**config.mk**
```make
export PLATFORM = sky130hd
export DESIGN_NAME = fifo_pop_arbiter
export DESIGN_NICKNAME = d
export VERILOG_FILES = /design/src/rtl/fifo_arb_pkg.sv /design/src/rtl/rr_pick.sv /design/src/rtl/fifo_pop_arbiter.sv
export SDC_FILE = /design/constraint.sdc
export NUM_CORES = 1
export LEC_CHECK = 0
export CAP_MARGIN = 10
export CORE_MARGIN = 3
export CORE_UTILIZATION = 30
export CTS_CLUSTER_SIZE = 10
export DETAILED_ROUTE_END_ITERATION = 16
export SYNTH_ARGS = -nofsm -noshare
export SYNTH_HDL_FRONTEND = slang
export SYNTH_SLANG_ARGS = --single-unit
```
**constraint.sdc**
```tcl
create_clock -name clk -period 1.8 [get_ports clk]
set_input_delay 0.36 -clock clk [delete_from_list [all_inputs] [get_ports clk]]
set_output_delay 0.36 -clock clk [all_outputs]
set_load 0.005 [all_outputs]
```
**src/rtl/fifo_arb_pkg.sv**
```systemverilog
// Shared types for the FIFO pop arbiter: FSM state encoding and index-width helper.
package fifo_arb_pkg;

    typedef enum logic [1:0] {
        ST_IDLE = 2'd0,
        ST_RUN  = 2'd1,
        ST_HOLD = 2'd2
    } arb_state_t;

    // Index width for n sources; never below one bit.
    function automatic int idx_w(input int n);
        return (n < 2) ? 1 : $clog2(n);
    endfunction

endpackage

```
**src/rtl/rr_pick.sv**
```systemverilog
// Combinational priority search over req, starting at ptr and wrapping at N.
module rr_pick
    import fifo_arb_pkg::*;
#(
    parameter int N = 4,
    parameter int W = idx_w(N)
) (
    input  logic [N-1:0] req,
    input  logic [W-1:0] ptr,
    output logic         gnt_vld,
    output logic [W-1:0] gnt_idx
);

    always_comb begin
        int j;
        j       = 0;
        gnt_vld = 1'b0;
        gnt_idx = '0;
        for (int k = 0; k < N; k++) begin
            // Explicit wrap keeps non-power-of-2 N correct.
            j = int'(ptr) + k;
            if (j >= N) begin
                j = j - N;
            end
            if (!gnt_vld && req[j]) begin
                gnt_vld = 1'b1;
                gnt_idx = W'(j);
            end
        end
    end

endmodule

```
**src/rtl/fifo_pop_arbiter.sv**
```systemverilog
// Drains NUM_IN source FIFOs into one downstream FIFO: pop stage, push stage,
// round-robin or strict-priority arbitration and a saturating drop counter.
module fifo_pop_arbiter
    import fifo_arb_pkg::*;
#(
    parameter int DATA_SIZE = 10,
    parameter int NUM_IN    = 4,
    parameter bit RR_EN     = 1'b1,
    localparam int IDX_W    = idx_w(NUM_IN)
) (
    input  logic                        clk,
    input  logic                        reset,
    input  logic [NUM_IN-1:0]           in_empty,
    input  logic [NUM_IN*DATA_SIZE-1:0] in_data,
    input  logic                        out_pause,
    input  logic                        out_full,
    output logic [NUM_IN-1:0]           in_pop,
    output logic                        out_push,
    output logic [DATA_SIZE-1:0]        out_data,
    output logic [IDX_W-1:0]            grant_idx,
    output logic                        drop_err,
    output logic [7:0]                  drop_cnt,
    output arb_state_t                  fsm_state
);

    // Strobes: in_pop[i] is a one-cycle read of a non-empty source whose word
    // appears on in_data a cycle later; out_push is a one-cycle write of out_data.
    arb_state_t        state;
    logic [IDX_W-1:0]  rr_ptr;
    logic [IDX_W-1:0]  pick_ptr;
    logic [IDX_W-1:0]  gnt_idx;
    logic [IDX_W-1:0]  pend_idx;
    logic              gnt_vld;
    logic              pend_vld;
    logic              pop_now;
    logic              any_req;
    logic [NUM_IN-1:0] req;

    assign req       = ~in_empty;
    assign any_req   = |req;
    assign pick_ptr  = RR_EN ? rr_ptr : '0;
    assign fsm_state = state;

    rr_pick #(
        .N (NUM_IN),
        .W (IDX_W)
    ) u_pick (
        .req     (req),
        .ptr     (pick_ptr),
        .gnt_vld (gnt_vld),
        .gnt_idx (gnt_idx)
    );

    assign pop_now = !reset && (state == ST_RUN) && !out_pause && gnt_vld;

    always_comb begin
        in_pop = '0;
        if (pop_now) begin
            in_pop[gnt_idx] = 1'b1;
        end
    end

    always_ff @(posedge clk) begin
        if (reset) begin
            state     <= ST_IDLE;
            rr_ptr    <= '0;
            pend_vld  <= 1'b0;
            pend_idx  <= '0;
            out_push  <= 1'b0;
            out_data  <= '0;
            grant_idx <= '0;
            drop_err  <= 1'b0;
            drop_cnt  <= '0;
        end else begin
            pend_vld <= pop_now;
            if (pop_now) begin
                pend_idx  <= gnt_idx;
                grant_idx <= gnt_idx;
                rr_ptr    <= (gnt_idx == IDX_W'(NUM_IN - 1)) ? '0 : gnt_idx + 1'b1;
            end

            // A word in the push stage is lost if the downstream FIFO is full.
            out_push <= pend_vld && !out_full;
            drop_err <= pend_vld && out_full;
            if (pend_vld) begin
                if (out_full) begin
                    if (drop_cnt != 8'hFF) begin
                        drop_cnt <= drop_cnt + 8'd1;
                    end
                end else begin
                    out_data <= in_data[pend_idx*DATA_SIZE +: DATA_SIZE];
                end
            end

            case (state)
                ST_IDLE: if (any_req) state <= ST_RUN;
                ST_RUN: begin
                    if (out_pause) begin
                        state <= ST_HOLD;
                    end else if (!any_req) begin
                        state <= ST_IDLE;
                    end
                end
                ST_HOLD: if (!out_pause) state <= ST_RUN;
                default: state <= ST_IDLE;
            endcase
        end
    end

endmodule

```
==> flow_summary.ini <==
[clock_network]
cts_made_buffers = 3
tritoncts = built
clkSlewWorstSetupHoldPaths_ns = 0.10
clk_latency_ns = 0.27
cts-hold-fix-buffers = 0
htreeDepth = 1
cts_root_buffer = clkbuf_8
clkSinkCount = 27
cts_buffer_depth = 2

[synthesis]
yosysTopAreaCell = dfxtp_1
synth_top_cell_area_share_pct = 37.5
synth_cell_types = 39
avgSynthCellArea_um2 = 9.62
ys.flop_type = dfxtp_1
ys_seq_area_share_pct = 37.5
yosysWarnings = 0
synth_area_leaders = dfxtp_1, mux4_2, nand2_1, ha_1, a21oi_1
synth-seq-cells = 27
syn_area_um2 = 1440
synthCells = 150
synth-edff-count = 0
async_flop_share_pct = 0
syn_nets = 203

[run_status]
status = finished with violations
violations = negative setup slack

[timing]
tightest_slew_ns = 0.418
hold_viol = 0
maxSlewViolCount = 0
finalCritPeriodShare_pct = 117
period_needed_ns = 2.10
clock_skew_ns = 0.00577
fmax_mhz = 477
setup_violations = 4
maxSlewHeadroom_pct = 72.1
fin_ws_ns = -0.299
rsz0062_at_grt = true

[critical_path]
critical_path_peak_fanout = 6
crit_type = register to primary output
crit_buf_inv = 3
max_stage_delay_ns = 0.38
cp_slowest_cell = dfxtp_4
arrival_ns = 1.74
worst-endpoint-required_ns = 1.44
endpoint_kind = primary output
start_kind = register
cp_cell_sequence = nor2b_2, nor3b_2, o22ai_2, inv_2, buf_6, ha_4, nor4bb_2, buf_2
path_delay_family = simple AND/OR/NAND/NOR gates

[floorplan]
die_x_um = 75.3
pin_count = 76
die_h_um = 75.3
row_count = 24
die-area_um2 = 5680
initial_core_util_pct = 32.0
coreArea_um2 = 4500

[power]
power_density_nw_per_um2 = 526
ir_worst_vdd_v = 0.000291
total_power_mw = 1.31
p_int_mw = 0.993
swShare_pct = 24.4
p_switching_mw = 0.321
pwr-share-comb_pct = 26.2
pwr-share-clk_pct = 26.3
cellLeakagePower_nw = 0.958
pwr-share-seq_pct = 47.5

[placed_design]
dp_cells = 285
port_buffers = 75
routabilityCongestion = 0.791
hpwl_mm = 3.37

[cells_and_area]
layout_commonest_cell = clkdlybuf4s50_1
area_delta_synth_final_pct = 73.3
layout-drive-gt1-share_pct = 22.7
stdcell_count = 294
most-common-layout-cells = clkdlybuf4s50_1, dfxtp_1, nand2_1
antenna_cells = 0
nets = 296

[global_route]
gr-usage-all-layers_pct = 15.5
grt_pass1_wl_mm = 6.83
grt_start_max_net_pins = 25
grt_pass1_vias = 1516
overflow = 0
antenna_found_initial = 0

[drt]
via_per_inst = 5.03
drt_first_iter_violations = 77
routedWlPerCell_um = 15.0
drc = 0
postRouteAntennaNets = 0
routed-via-count = 1478
drt-total-wl_mm = 4.40
drtPass1Iterations = 4

[flow_run]
drv_cap = 0

[hold_path]
hold_class = register to register
[routing by layer]
metal / part of all wire (%) / vias to the layer above / global-route usage, %
met2: 52 / 49 / 27.5
met1: 39 / 695 / 17.7
met3: 6.5 / 9 / 2.51
met5: 0 / - / 0
met4: 2.5 / 0 / 7.96
li1: - / 725 / -
[cell families after synthesis]
logic type | Yosys count | synth area share [%]
and+or+nand+nor | 59 | 20.5
buffers and inverters | 13 | 3.82
adders and majority gates | 5 | 4.34
xor gates and xnor gates | 3 | 1.82
muxes | 15 | 19.2
DFF | 27 | 37.5
AOI/OAI and AO/OA | 28 | 12.9
[synthesized netlist by cell type, types with 3 or more instances]
library cell	number
mux4_2	10
a21oi_1	12
a31oi_1	3
dfxtp_1	27
o21bai_1	3
clkbuf_1	5
and2_1	3
nand3_1	6
mux2i_1	4
nand2_1	22
nor2_1	13
nor2b_1	3
ha_1	5
inv_1	5
[tightest hold or removal path, cell delays in order, from the launching register on]
cell and delay [ns]:
dfxtp_1 0.32, nand2_1 0.05, a21oi_1 0.05
[path summary, 6_finish.rpt]
| kind | startpoint | to | slack [ns] | cells past startpoint |
|---|---|---|---|---|
| worst max-delay path | pick_ptr[1] | in_pop[3] | -0.30 | 8 |
| worst min-delay path | out_data[4] | out_data[4] | 0.46 | 2 |
| worst max register to register | pick_ptr[1] | pick_ptr[1] | 0.24 | 8 |
| worst min register to register | out_data[4] | out_data[4] | 0.46 | 2 |
[layout make-up]
class | instances | area [um^2]
flip-flops and latches | 27 | 544
fillers | 399 | 2000
inverters | 5 | 21.3
repair buffers | 96 | 913
well taps | 52 | 65.1
clock inverters | 1 | 5.00
clock buffers | 3 | 41.3
multi-input cells | 110 | 910
[power by group through the flow]
stage / clock network [mW] / registers [mW] / logic (mW)
after global routing: 0.387 / 0.627 / 0.372
after CTS: 0.365 / 0.625 / 0.328
after global placement: 0 / 0.638 / 0.291
after detailed placement: 0 / 0.639 / 0.297
final: 0.345 / 0.625 / 0.345
after floorplan: 0 / 0.639 / 0.111
[sequential cells by signal, indices dropped and copies added (netlist names)]
register / flops
drop_cnt: 8
drop_err: 1
fsm_state: 2
out_data: 10
out_push: 1
pend_idx: 2
pend_vld: 1
pick_ptr: 2
[metrics by stage]
| step | setup slack (ns) | hold slack [ns] | utilization (%) | setup TNS, ns | cell area [um^2] |
|---|---|---|---|---|---|
| 6_report | -0.299 | 0.458 | 55.5 | -1.09 | 2500 |
| 5_1_grt | -0.382 | 0.491 | 55.5 | -1.44 | 2500 |
| 4_1_cts | -0.324 | 0.461 | 54.7 | -1.11 | 2460 |
| 3_5_place_dp | -0.897 | 0.450 | 52.0 | -3.97 | 2340 |
| 3_3_place_gp | -0.852 | 0.442 | 52.0 | -3.57 | 2340 |
| 2_1_floorplan | 0.117 | 0.453 | - | 0 | 1440 |
[repair_timing]
action / in CTS / in global routing
resized for setup: 36 / 5
buffers inserted: 4 / 1
pin swaps: 6 / 1
endpoints found under the setup margin: 4 / 4
Note: power is estimated with default switching activity, not from simulation.
